===== src/rtl/hazard_ctrl.sv =====
// hazard_ctrl: stall and forwarding control for the 5-stage MIPS pipeline. Tracks
// in-flight destinations with their cycles-to-result, and the multiply/divide busy window.
module hazard_ctrl #(
  parameter int MULT_CYC = 5,
  parameter int DIV_CYC  = 10
) (
  input  logic       clk,
  input  logic       reset_n,
  input  logic [4:0] rs_d,
  input  logic [4:0] rt_d,
  input  logic [1:0] tuse_rs,
  input  logic [1:0] tuse_rt,
  input  logic [4:0] a3_d,
  input  logic [1:0] tnew_d,
  input  logic       md_d,
  input  logic [1:0] md_start_d,
  input  logic       flush,
  output logic       stall,
  output logic [1:0] fwd_rs_d,
  output logic [1:0] fwd_rt_d,
  output logic [1:0] fwd_rs_e,
  output logic [1:0] fwd_rt_e,
  output logic [1:0] fwd_rt_m,
  output logic       md_busy
);

  logic [4:0] a3_e_r, rs_e_r, rt_e_r;
  logic [1:0] tnew_e_r, start_e_r;
  logic [4:0] a3_m_r, rt_m_r;
  logic [1:0] tnew_m_r;
  logic [4:0] a3_w_r;
  logic [3:0] md_cnt_r;

  logic       stall_rs_s, stall_rt_s, stall_md_s;
  logic       md_load_s;
  logic [3:0] md_load_val_s;

  function automatic logic src_hazard(input logic [4:0] src, input logic [1:0] tuse,
                                      input logic [4:0] e_a3, input logic [1:0] e_tnew,
                                      input logic [4:0] m_a3, input logic [1:0] m_tnew);
    return (tuse != 2'd3) && (src != 5'd0) &&
           (((e_a3 == src) && (e_tnew > tuse)) || ((m_a3 == src) && (m_tnew > tuse)));
  endfunction

  // Nearest eligible producer wins; passing a3=0 disables a stage since src 0 never matches.
  function automatic logic [1:0] fwd_select(input logic [4:0] src,
                                            input logic [4:0] e_a3, input logic [1:0] e_tnew,
                                            input logic [4:0] m_a3, input logic [1:0] m_tnew,
                                            input logic [4:0] w_a3);
    logic [1:0] sel;
    if (src == 5'd0) begin
      sel = 2'd0;
    end else if ((e_a3 == src) && (e_tnew == 2'd0)) begin
      sel = 2'd1;
    end else if ((m_a3 == src) && (m_tnew == 2'd0)) begin
      sel = 2'd2;
    end else if (w_a3 == src) begin
      sel = 2'd3;
    end else begin
      sel = 2'd0;
    end
    return sel;
  endfunction

  assign stall_rs_s = src_hazard(rs_d, tuse_rs, a3_e_r, tnew_e_r, a3_m_r, tnew_m_r);
  assign stall_rt_s = src_hazard(rt_d, tuse_rt, a3_e_r, tnew_e_r, a3_m_r, tnew_m_r);
  assign stall_md_s = md_d && ((md_cnt_r != 4'd0) || (start_e_r != 2'd0));
  assign stall      = stall_rs_s || stall_rt_s || stall_md_s;
  assign md_busy    = (md_cnt_r != 4'd0);

  assign fwd_rs_d = fwd_select(rs_d,   a3_e_r, tnew_e_r, a3_m_r, tnew_m_r, a3_w_r);
  assign fwd_rt_d = fwd_select(rt_d,   a3_e_r, tnew_e_r, a3_m_r, tnew_m_r, a3_w_r);
  assign fwd_rs_e = fwd_select(rs_e_r, 5'd0,   2'd0,     a3_m_r, tnew_m_r, a3_w_r);
  assign fwd_rt_e = fwd_select(rt_e_r, 5'd0,   2'd0,     a3_m_r, tnew_m_r, a3_w_r);
  assign fwd_rt_m = fwd_select(rt_m_r, 5'd0,   2'd0,     5'd0,   2'd0,     a3_w_r);

  // MD counter load value, chosen by the class of the instruction entering E.
  always_comb begin
    md_load_val_s = 4'd0;
    md_load_s     = 1'b0;
    case (md_start_d)
      2'b01: begin
        md_load_val_s = 4'(MULT_CYC);
        md_load_s     = !stall && !flush;
      end
      2'b10: begin
        md_load_val_s = 4'(DIV_CYC);
        md_load_s     = !stall && !flush;
      end
      default: begin
        md_load_val_s = 4'd0;
        md_load_s     = 1'b0;
      end
    endcase
  end

  // Pipeline records: E takes D or a bubble, M/W shift forward, flush empties all three.
  always_ff @(posedge clk or negedge reset_n) begin
    if (!reset_n) begin
      a3_e_r    <= 5'd0;
      rs_e_r    <= 5'd0;
      rt_e_r    <= 5'd0;
      tnew_e_r  <= 2'd0;
      start_e_r <= 2'd0;
      a3_m_r    <= 5'd0;
      rt_m_r    <= 5'd0;
      tnew_m_r  <= 2'd0;
      a3_w_r    <= 5'd0;
    end else begin
      if (flush || stall) begin
        a3_e_r    <= 5'd0;
        rs_e_r    <= 5'd0;
        rt_e_r    <= 5'd0;
        tnew_e_r  <= 2'd0;
        start_e_r <= 2'd0;
      end else begin
        a3_e_r    <= a3_d;
        rs_e_r    <= rs_d;
        rt_e_r    <= rt_d;
        tnew_e_r  <= tnew_d;
        start_e_r <= md_start_d;
      end
      if (flush) begin
        a3_m_r   <= 5'd0;
        rt_m_r   <= 5'd0;
        tnew_m_r <= 2'd0;
        a3_w_r   <= 5'd0;
      end else begin
        a3_m_r   <= a3_e_r;
        rt_m_r   <= rt_e_r;
        tnew_m_r <= (tnew_e_r == 2'd0) ? 2'd0 : (tnew_e_r - 2'd1);
        a3_w_r   <= a3_m_r;
      end
    end
  end

  // MD busy counter; keeps counting through a flush.
  always_ff @(posedge clk or negedge reset_n) begin
    if (!reset_n) begin
      md_cnt_r <= 4'd0;
    end else if (md_load_s) begin
      md_cnt_r <= md_load_val_s;
    end else if (md_cnt_r != 4'd0) begin
      md_cnt_r <= md_cnt_r - 4'd1;
    end else begin
      md_cnt_r <= md_cnt_r;
    end
  end

endmodule


===== config.mk =====
export PLATFORM = sky130hd
export DESIGN_NAME = hazard_ctrl
export DESIGN_NICKNAME = d
export VERILOG_FILES = /design/src/rtl/hazard_ctrl.sv
export SDC_FILE = /design/constraint.sdc
export NUM_CORES = 1
export LEC_CHECK = 0
export CORE_MARGIN = 5
export CORE_UTILIZATION = 61
export CTS_BUF_LIST = sky130_fd_sc_hd__clkbuf_4
export DETAILED_ROUTE_END_ITERATION = 12
export DONT_BUFFER_PORTS = 1
export HOLD_SLACK_MARGIN = 0.06
export PLACE_DENSITY = 0.77
export SLEW_MARGIN = 20
export SYNTH_ARGS = -nofsm -noshare
export SYNTH_HDL_FRONTEND = slang
export SYNTH_SLANG_ARGS = --single-unit
export TNS_END_PERCENT = 20

===== constraint.sdc =====
create_clock -name clk -period 4.2 [get_ports clk]
set_clock_uncertainty 0.05 [all_clocks]
set_input_delay 0.63 -clock clk [delete_from_list [all_inputs] [get_ports clk]]
set_output_delay 0.63 -clock clk [all_outputs]
set_load 0.01 [all_outputs]

==> results of run 1 <==
-- repair_timing --
action | CTS | global route
endpoints found under the hold margin | 40 | 0
hold buffers | 2 | 0
setup endpoints to repair | 0 | 0
setup buffers | 0 | 0
-- registers in the layout (all words and copies together), names as in the netlist --
name       count
tnew_m_r       2
a3_m_r         5
rt_e_r         5
rs_e_r         5
start_e_r      2
a3_w_r         5
tnew_e_r       2
md_cnt_r       4
rt_m_r         5
a3_e_r         5
-- final timing paths --
path | to | slack [ns] | depth (start not counted)
min in group asynchronous | rt_e_r[3] | 0.66 | 2
setup reg to reg | md_cnt_r[3] | 1.48 | 9
max in group asynchronous | md_cnt_r[1] | 3.22 | 2
setup / recovery | stall | 1.29 | 7
hold / removal | a3_m_r[3] | 0.26 | 1
hold reg to reg | tnew_m_r[0] | 0.46 | 1
-- cells in the mapped netlist --
cell,n
dfrtp_1,40
xnor2_1,32
xor2_1,24
and2_1,17
nor2b_1,15
clkbuf_1,14
nor3_1,14
inv_1,13
ha_1,12
nor2_1,10
nand3_1,8
a21oi_1,6
or4_1,5
mux2_2,4
nor3b_1,4
a2111oi_0,3
nand4_1,3
nor4_1,3
or3_1,3
a211oi_1,2
a41oi_1,2
o21ai_0,2
o22a_1,2
a211o_2,1
a21o_1,1
a21o_2,1
and2_2,1
buf_2,1
buf_4,1
nand2_1,1
nor2_2,1
o31ai_1,1
or3_4,1
-- power by group through the flow --
stage / combinational [mW] / clock (mW) / sequential (mW)
after global routing: 0.302 / 0.290 / 0.479
after global placement: 0.253 / 0 / 0.479
after detailed placement: 0.256 / 0 / 0.480
after floorplan: 0.234 / 0 / 0.461
after CTS: 0.269 / 0.272 / 0.472
final: 0.265 / 0.264 / 0.472
-- area by class of cell --
| class | instances | area [um2] | share of cell area, % |
|---|---|---|---|
| flip-flops and latches | 40 | 1001 | 38.95 |
| clock inverters | 3 | 46.29 | 1.801 |
| repair buffers | 3 | 37.54 | 1.461 |
| multi-input cells | 179 | 1336 | 52.00 |
| inverters | 13 | 48.80 | 1.899 |
| clock buffers | 5 | 37.54 | 1.461 |
| well taps | 50 | 62.56 | 2.434 |
-- routing by layer --
metal	wire [um]	share of wire [%]	vias to the layer above	global-route usage, %
met5	0	0	-	0
met4	83	1.6	0	7.445
met3	309	6.1	7	5.609
met2	2567	50	44	37.44
met1	2129	42	827	27.85
li1	-	-	813	-
-- through the flow --
step | worst slack (ns) | util, %
global route | 1.091 | 65.19
detailed placement | 1.183 | 62.30
finish | 1.290 | 65.19
CTS | 1.269 | 65.19
floorplan | 1.323 | -
global placement | 1.197 | 62.30
-- worst max-delay path, stage by stage (launching register included) --
cell,delay [ns]
dfrtp_1,0.42
inv_1,0.09
ha_1,0.16
and2_1,0.18
inv_1,0.13
o31ai_1,0.23
o21ai_0,0.11
or4_1,0.56
-- cells by family (layout without fill, tap and decap cells) --
group,count (synthesis),after routing
AOI/OAI and AO/OA,21,21
adders and majority gates,12,12
DFF,40,40
buffers and inverters,29,24
and+or+nand+nor,86,86
xor gates and xnor gates,56,56
muxes,4,4
==> impl_metrics.env, run 1 <==
export IMPL_grt_usage_pct=22.24
export IMPL_fin_setup_tns_ns=0
export IMPL_p_seq_share_pct=47.2
export IMPL_netSwitchingPower_uw=306.4
export IMPL_routed_wl_um=5089
export IMPL_die_area_um2=5386
export IMPL_synthAdderAreaFrac_pct=6.126
export IMPL_cp_data_required_time_ns=3.52
export IMPL_initialDrtViolationCount=81
export IMPL_drv_slew=0
export IMPL_synth_warning_count=0
export IMPL_ys_ff_latch=40
export IMPL_port_buffers=0
export IMPL_power_frac_clock_pct=26.4
export IMPL_fp_coreArea_um2=3943
export IMPL_cts_tree="built"
export IMPL_yosysSeqAreaShare_pct=40.84
export IMPL_drc=0
export IMPL_layout_nets=281
export IMPL_cts_path_max_buffers=2
export IMPL_finalNonFillerCells=293
export IMPL_viasPerCell=5.771
export IMPL_layout_commonest_cell="dfrtp_1"
export IMPL_dp_final_hpwl_um=3902
export IMPL_grt_pass1_wl_um=8942
export IMPL_wl_per_cell_um=17.37
export IMPL_max_slew_margin_rel_pct=67.74
export IMPL_die_y_um=73.39
export IMPL_htree_levels=2
export IMPL_grt_ovfl_total=0
export IMPL_grt_pass1_vias=1766
export IMPL_synth_avg_cell_area_um2=9.883
export IMPL_clock_latency_ns=0.36
export IMPL_hold_ws_ns=0.2638
export IMPL_netlist_area_leader_share_pct=40.84
export IMPL_peakVddDrop_uv=266.0
export IMPL_firstDrtPassIters=4
export IMPL_syn2layout_area_growth_pct=4.849
export IMPL_p_leak_nw=1.183
export IMPL_timing_rr_start="md_cnt_r[0]"
export IMPL_synth_nets=287
export IMPL_end_kind="primary output"
export IMPL_worst_slew_pin_slew_ns=0.4811
export IMPL_crit_fanout=5
export IMPL_worstHoldStart="flush"
export IMPL_synth_simple_area_share_pct=20.42
export IMPL_hold_path_class="in -> reg"
export IMPL_finalSetupViolations=0
export IMPL_power_density_nw_per_um2=389.1
export IMPL_cap_violations=0
export IMPL_worst_setup_path_type="reg -> out"
export IMPL_post_cts_resized=0
export IMPL_dpl_cell_count=283
export IMPL_syn_area_um2=2451
export IMPL_syn_inst=248
export IMPL_hold_viol=0
export IMPL_synth_top_family_by_area="simple AND/OR/NAND/NOR gates"
export IMPL_start_util_pct=62.17
export IMPL_cp_startpoint="md_cnt_r[0]"
export IMPL_root_buffer="clkbuf_4"
export IMPL_outcome="complete, no violations"
export IMPL_power_frac_comb_pct=26.5
export IMPL_vias=1691
export IMPL_die_w_um=73.39
export IMPL_synth_mux_area_share_pct=1.838
export IMPL_fillers=329
export IMPL_yosysTopAreaCell="dfrtp_1"
export IMPL_place_congestion=0.9838
export IMPL_grt_start_max_net_pins=41
export IMPL_diodes=0
export IMPL_place_area_um2=2456
export IMPL_p_int_uw=693.6
export IMPL_clkTransAtPathRegs_ns=0.13
export IMPL_total_power_mw=1.000
export IMPL_yosys_top_cells_area="dfrtp_1, xnor2_1, xor2_1"
export IMPL_grt_setup_unrepaired="no"
export IMPL_layout_common_cells="dfrtp_1, xnor2_1, xor2_1"
export IMPL_antenna_found_initial=0
export IMPL_synth_compound_area_share_pct=6.126
export IMPL_critPathLaunchType="register"
export IMPL_cts_buffers=5
export IMPL_final_area_um2=2570
export IMPL_synth_distinct_cells=33
export IMPL_max_freq_ghz=0.3436
export IMPL_fin_crit_sh_pct=69.28
export IMPL_ios=39
export IMPL_cts_sinks=40
export IMPL_fin_crit_ns=2.910
export IMPL_antenna_left=0
export IMPL_drive_above_1_share_pct=7.819
export IMPL_rows=23
export IMPL_critPathArrivalTime_ns=2.23
export IMPL_netSwitchingFraction_pct=30.64
export IMPL_synth_xor_area_share_pct=20.01
Note: power is estimated with default switching activity, not from simulation.
==> run 2, diff against run 1 <==
CORE_UTILIZATION = 59   (was 61)
PLACE_DENSITY = 0.78   (was 0.77)
clock period = 2.4 ns   (was 4.2 ns; I/O delays follow)
==> run 2 against run 1 <==
  * The run now ends with setup timing left
  * Largest power group unchanged
  * Highest routed layer unchanged
  * Power increased by 100%
  * Global-route usage up 0.45 points
  * Sequential cell count unchanged
  * Worst hold slack got worse by 0.20 ns
  * Core utilization rose by 9.1 points
  * Non-clock buffer count rose by 32
  * Via count increased by 12%
  * Sequential power up 74%
  * Register-to-register slack lost 1.6 ns
  * Worst setup slack lost 1.5 ns
==> impl_metrics.env, run 2 (same netlist as run 1, synthesis figures left out) <==
export IMPL_drive_above_1_share_pct=26.18
export IMPL_fp_coreArea_um2=4000
export IMPL_final_area_um2=2973
export IMPL_crit_path_top_delay_cell="or4_4"
export IMPL_drv_slew=0
export IMPL_cts_tree="built"
export IMPL_pre_cts_ws_ns=-0.1775
export IMPL_die_y_um=74.46
export IMPL_fin_crit_ns=2.563
export IMPL_cts_buffers=5
export IMPL_max_slew_margin_rel_pct=50.39
export IMPL_outcome="finished, violations left"
export IMPL_rows=23
export IMPL_drc=0
export IMPL_viasPerCell=5.831
export IMPL_worst_setup_path_type="reg -> out"
export IMPL_htree_levels=2
export IMPL_finalSetupViolations=6
export IMPL_grt_ovfl_total=0
export IMPL_critPathTopFamily="simple AND/OR/NAND/NOR gates"
export IMPL_final_setup_worst_slack_ns=-0.1634
export IMPL_layout_common_cells="dfrtp_1, xnor2_1, xor2_1, buf_4, and2_1"
export IMPL_fin_crit_sh_pct=106.8
export IMPL_p_leak_nw=1.366
export IMPL_hold_path_class="in -> reg"
export IMPL_cap_violations=0
export IMPL_diodes=0
export IMPL_critPathArrivalTime_ns=2.15
export IMPL_vias=1895
export IMPL_worst_slew_pin_slew_ns=0.7417
export IMPL_critPathLaunchType="register"
export IMPL_layout_commonest_cell="dfrtp_1"
export IMPL_die_area_um2=5544
export IMPL_cp_num_buf_inv=1
export IMPL_initialDrtViolationCount=116
export IMPL_grt_pass1_vias=1943
export IMPL_place_congestion=0.9446
export IMPL_root_buffer="clkbuf_4"
export IMPL_cp_data_required_time_ns=1.99
export IMPL_port_buffers=0
export IMPL_crit_chain="ha_1 -> a21oi_1 -> a2111oi_0 -> or4_4 -> buf_6"
export IMPL_violations="setup timing"
export IMPL_firstDrtPassIters=4
export IMPL_crit_path_max_incr_delay_ns=0.55
export IMPL_grt_usage_pct=22.68
export IMPL_fin_setup_tns_ns=-0.6940
export IMPL_cts_path_max_buffers=2
export IMPL_die_w_um=74.46
export IMPL_place_area_um2=2570
export IMPL_crit_fanout=5
export IMPL_antenna_found_initial=0
export IMPL_dp_final_hpwl_um=3963
export IMPL_grt_setup_unrepaired="yes"
export IMPL_ios=39
export IMPL_grt_start_max_net_pins=41
export IMPL_peakVddDrop_uv=548.5
export IMPL_antenna_left=0
export IMPL_end_kind="primary output"
export IMPL_clock_latency_ns=0.36
export IMPL_grt_pass1_wl_um=9321
export IMPL_start_util_pct=61.28
export IMPL_max_freq_ghz=0.3901
export IMPL_cts_sinks=40
export IMPL_syn2layout_area_growth_pct=21.29
export IMPL_hold_viol=0
export IMPL_power_density_nw_per_um2=673.0
export IMPL_clkTransAtPathRegs_ns=0.13
export IMPL_layout_nets=313
export IMPL_wl_per_cell_um=18.68
export IMPL_routed_wl_um=6071
[run 2: final cells by class]
type	instances	area, um2
Clock inverter	3	42.54
Tap cell	50	62.56
Sequential cell	40	1005
Inverter	13	51.30
Timing Repair Buffer	35	301.5
Multi-Input combinational cell	179	1473
Fill cell	256	1027
Clock buffer	5	37.54
[run 2: metal layers]
| metal | vias up | global-route usage [%] | routed length [um] |
|---|---|---|---|
| met5 | - | 0 | 0 |
| met4 | 0 | 8.103 | 233 |
| met3 | 25 | 6.216 | 348 |
| li1 | 883 | - | - |
| met2 | 69 | 40.20 | 3123 |
| met1 | 918 | 26.22 | 2366 |
[run 2: worst register-to-register path: stages (launching register included)]
cell and delay (ns):
dfrtp_2 0.47, ha_1 0.32, a21oi_1 0.19, a2111oi_0 0.11, or4_4 0.55, or3_4 0.44, mux2_4 0.31
[run 2: worst paths after layout]
kind                       cells after the start         from  slack (ns)           to
setup reg to reg                               6  tnew_m_r[1]       -0.14  md_cnt_r[1]
min in group asynchronous                      2      reset_n        0.39    a3_e_r[3]
hold / removal                                 1      rt_d[2]        0.07    rt_e_r[2]
max in group asynchronous                      2      reset_n        1.69  tnew_m_r[1]
hold reg to reg                                1  tnew_e_r[0]        0.47  tnew_m_r[0]
setup / recovery                               5  tnew_m_r[1]       -0.16        stall
[run 2: timing repair]
action	4_1_cts	5_1_grt
buffers inserted	3	7
hold buffers	4	6
pin swaps	5	10
setup endpoints to repair	8	30
endpoints found under the hold margin	60	6
resized for setup	14	20
[run 2: per-stage QoR]
step	util, %	power, mW	hold slack (ns)	cells
after CTS	69.06	1.897	0.06008	312
final	74.32	2.001	0.06521	325
after detailed placement	64.25	1.356	0.01502	297
after global placement	64.25	1.338	0.01526	297
after floorplan	-	1.222	0.01441	248
after global routing	74.32	2.111	0.05134	325
[run 2: where the power goes]
| group | internal, mW | total, mW | switching (mW) |
|---|---|---|---|
| sequential | 0.747 | 0.823 | 0.0757 |
| combinational | 0.405 | 0.728 | 0.323 |
| clock | 0.217 | 0.450 | 0.233 |
| total | 1.37 | 2.00 | 0.632 |
==> run 3, diff against run 2 <==
CORE_UTILIZATION = 61   (was 59)
PLACE_DENSITY = 0.77   (was 0.78)
clock period = 3.1 ns   (was 2.4 ns; I/O delays follow)
==> run 3 against run 2 <==
  * The run now ends clean
  * Core utilization is 8.9 points lower
  * Sequential share of layout area is 5.0 points higher
  * Register-to-register slack better by 0.71 ns
  * Sequential cell count stayed put
  * Critical path depth is 3 higher
  * Design area is 13% lower
  * Cell count is 9.5% lower
  * Non-clock buffer count is 31 lower
  * Worst setup slack better by 0.50 ns
  * Power is 32% lower
  * Critical path type unchanged
  * Largest cell class unchanged
==> impl_metrics.env, run 3 (same netlist as run 1, synthesis figures left out) <==
export IMPL_p_leak_nw=1.188
export IMPL_hold_viol=0
export IMPL_grt_setup_unrepaired="no"
export IMPL_die_w_um=73.39
export IMPL_port_buffers=0
export IMPL_crit_fanout=4
export IMPL_fin_util_pct=65.38
export IMPL_outcome="complete, no violations"
export IMPL_critPathTopFamily="simple AND/OR/NAND/NOR gates"
export IMPL_cts_hold_buf=2
export IMPL_wl_per_cell_um=16.86
export IMPL_antenna_left=0
export IMPL_cts_path_max_buffers=2
export IMPL_fin_crit_ns=2.765
export IMPL_htree_levels=2
export IMPL_die_y_um=73.39
export IMPL_antenna_found_initial=0
export IMPL_finalNonFillerCells=294
export IMPL_routed_wl_um=4956
export IMPL_cp_num_cells=8
export IMPL_die_area_um2=5386
export IMPL_grt_pass1_wl_um=8645
export IMPL_dp_final_hpwl_um=3771
export IMPL_syn2layout_area_growth_pct=5.156
export IMPL_max_freq_ghz=0.3617
export IMPL_start_util_pct=62.17
export IMPL_hold_path_class="in -> reg"
export IMPL_peakVddDrop_uv=363.0
export IMPL_cts_tree="built"
export IMPL_fin_crit_sh_pct=89.19
export IMPL_worst_setup_path_type="reg -> out"
export IMPL_crit_path_top_delay_cell="or4_1"
export IMPL_grt_usage_pct=21.05
export IMPL_worstHoldStart="flush"
export IMPL_r2r_end="md_cnt_r[3]"
export IMPL_vias=1664
export IMPL_final_area_um2=2577
export IMPL_min_to="a3_m_r[1]"
export IMPL_grt_ovfl_total=0
export IMPL_initialDrtViolationCount=94
export IMPL_firstDrtPassIters=6
export IMPL_rows=23
export IMPL_place_congestion=0.9034
export IMPL_fin_setup_tns_ns=0
export IMPL_root_buffer="clkbuf_4"
export IMPL_layout_common_cells="dfrtp_1, xnor2_1, xor2_1"
export IMPL_crit_path_max_incr_delay_ns=0.45
export IMPL_power_density_nw_per_um2=526.6
export IMPL_ios=39
export IMPL_reg2reg_setup_slack_ns=0.57
export IMPL_fp_coreArea_um2=3943
export IMPL_worst_slew_pin_slew_ns=0.5057
export IMPL_layout_nets=282
export IMPL_r2r_cells=9
export IMPL_cts_sinks=40
export IMPL_place_area_um2=2464
export IMPL_cpMostUsedCell="inv_1"
export IMPL_critPathLaunchType="register"
export IMPL_dpl_cell_count=284
export IMPL_whs_path_depth=1
export IMPL_grt_start_max_net_pins=41
export IMPL_cp_data_required_time_ns=2.58
export IMPL_post_cts_resized=0
export IMPL_final_setup_worst_slack_ns=0.3352
export IMPL_grt_pass1_vias=1793
export IMPL_post_cts_buffers=0
export IMPL_diodes=0
export IMPL_cap_violations=0
export IMPL_drv_slew=0
export IMPL_max_slew_margin_rel_pct=66.08
export IMPL_hold_ws_ns=0.1067
export IMPL_cp_num_buf_inv=3
export IMPL_cts_buffers=5
export IMPL_pre_cts_ws_ns=0.3963
export IMPL_end_kind="primary output"
export IMPL_viasPerCell=5.660
export IMPL_clock_latency_ns=0.35
export IMPL_drc=0
export IMPL_layout_commonest_cell="dfrtp_1"
export IMPL_drive_above_1_share_pct=8.197
export IMPL_clkTransAtPathRegs_ns=0.13
export IMPL_timing_rr_start="md_cnt_r[0]"
export IMPL_finalSetupViolations=0
export IMPL_crit_chain="inv_1 -> ha_1 -> and2_1 -> inv_1 -> o31ai_1 -> o21ai_0 -> or4_1 -> buf_4"
export IMPL_critPathArrivalTime_ns=2.25
export IMPL_total_power_mw=1.357
## run 3: cell types whose count changed in the layout (fill, tap and decap cells not counted), sizes merged
cell,delta
buf,-23
dlygate4sd3,-8
clkinv,-1
inv,+1
## run 3: layer usage
metal	vias to the layer above	global-route usage [%]	part of all wire, %
met5	-	0	0
met4	0	6.036	1.7
met3	9	5.198	5.4
met2	39	36.05	51
met1	801	26.37	42
li1	815	-	-
## run 3: cell type report
cell class	instances	area, um2
clock buffer	5	37.54
multi-input combinational	179	1336
inverter	13	48.80
clock inverter	3	46.29
timing repair buffer	4	45.04
fill	314	1365
sequential	40	1001
tap	50	62.56
## run 3: where the power goes
group	switching [mW]	total [mW]	internal [mW]
Combinational	0.170	0.363	0.193
Sequential	0.0593	0.637	0.578
Clock	0.185	0.357	0.172
## run 3: worst max-delay path by stage
stage / startpoint / endpoint / slack, ns
CTS: md_cnt_r[0] / stall / 0.32
detailed placement: rt_d[1] / md_cnt_r[3] / 0.40
global placement: rt_d[1] / md_cnt_r[1] / 0.40
global route: md_cnt_r[0] / stall / 0.18
finish: md_cnt_r[0] / stall / 0.34
floorplan: rt_d[1] / md_cnt_r[0] / 0.39
## run 3: worst reg2reg max path: cells and delay by family, from the launching register on
family,cells,cell delay [ns]
AOI/OAI and AO/OA,2,0.30
adders and majority gates,1,0.16
buffers and inverters,2,0.21
DFF,1,0.42
muxes,1,0.28
and+or+nand+nor,3,1.01
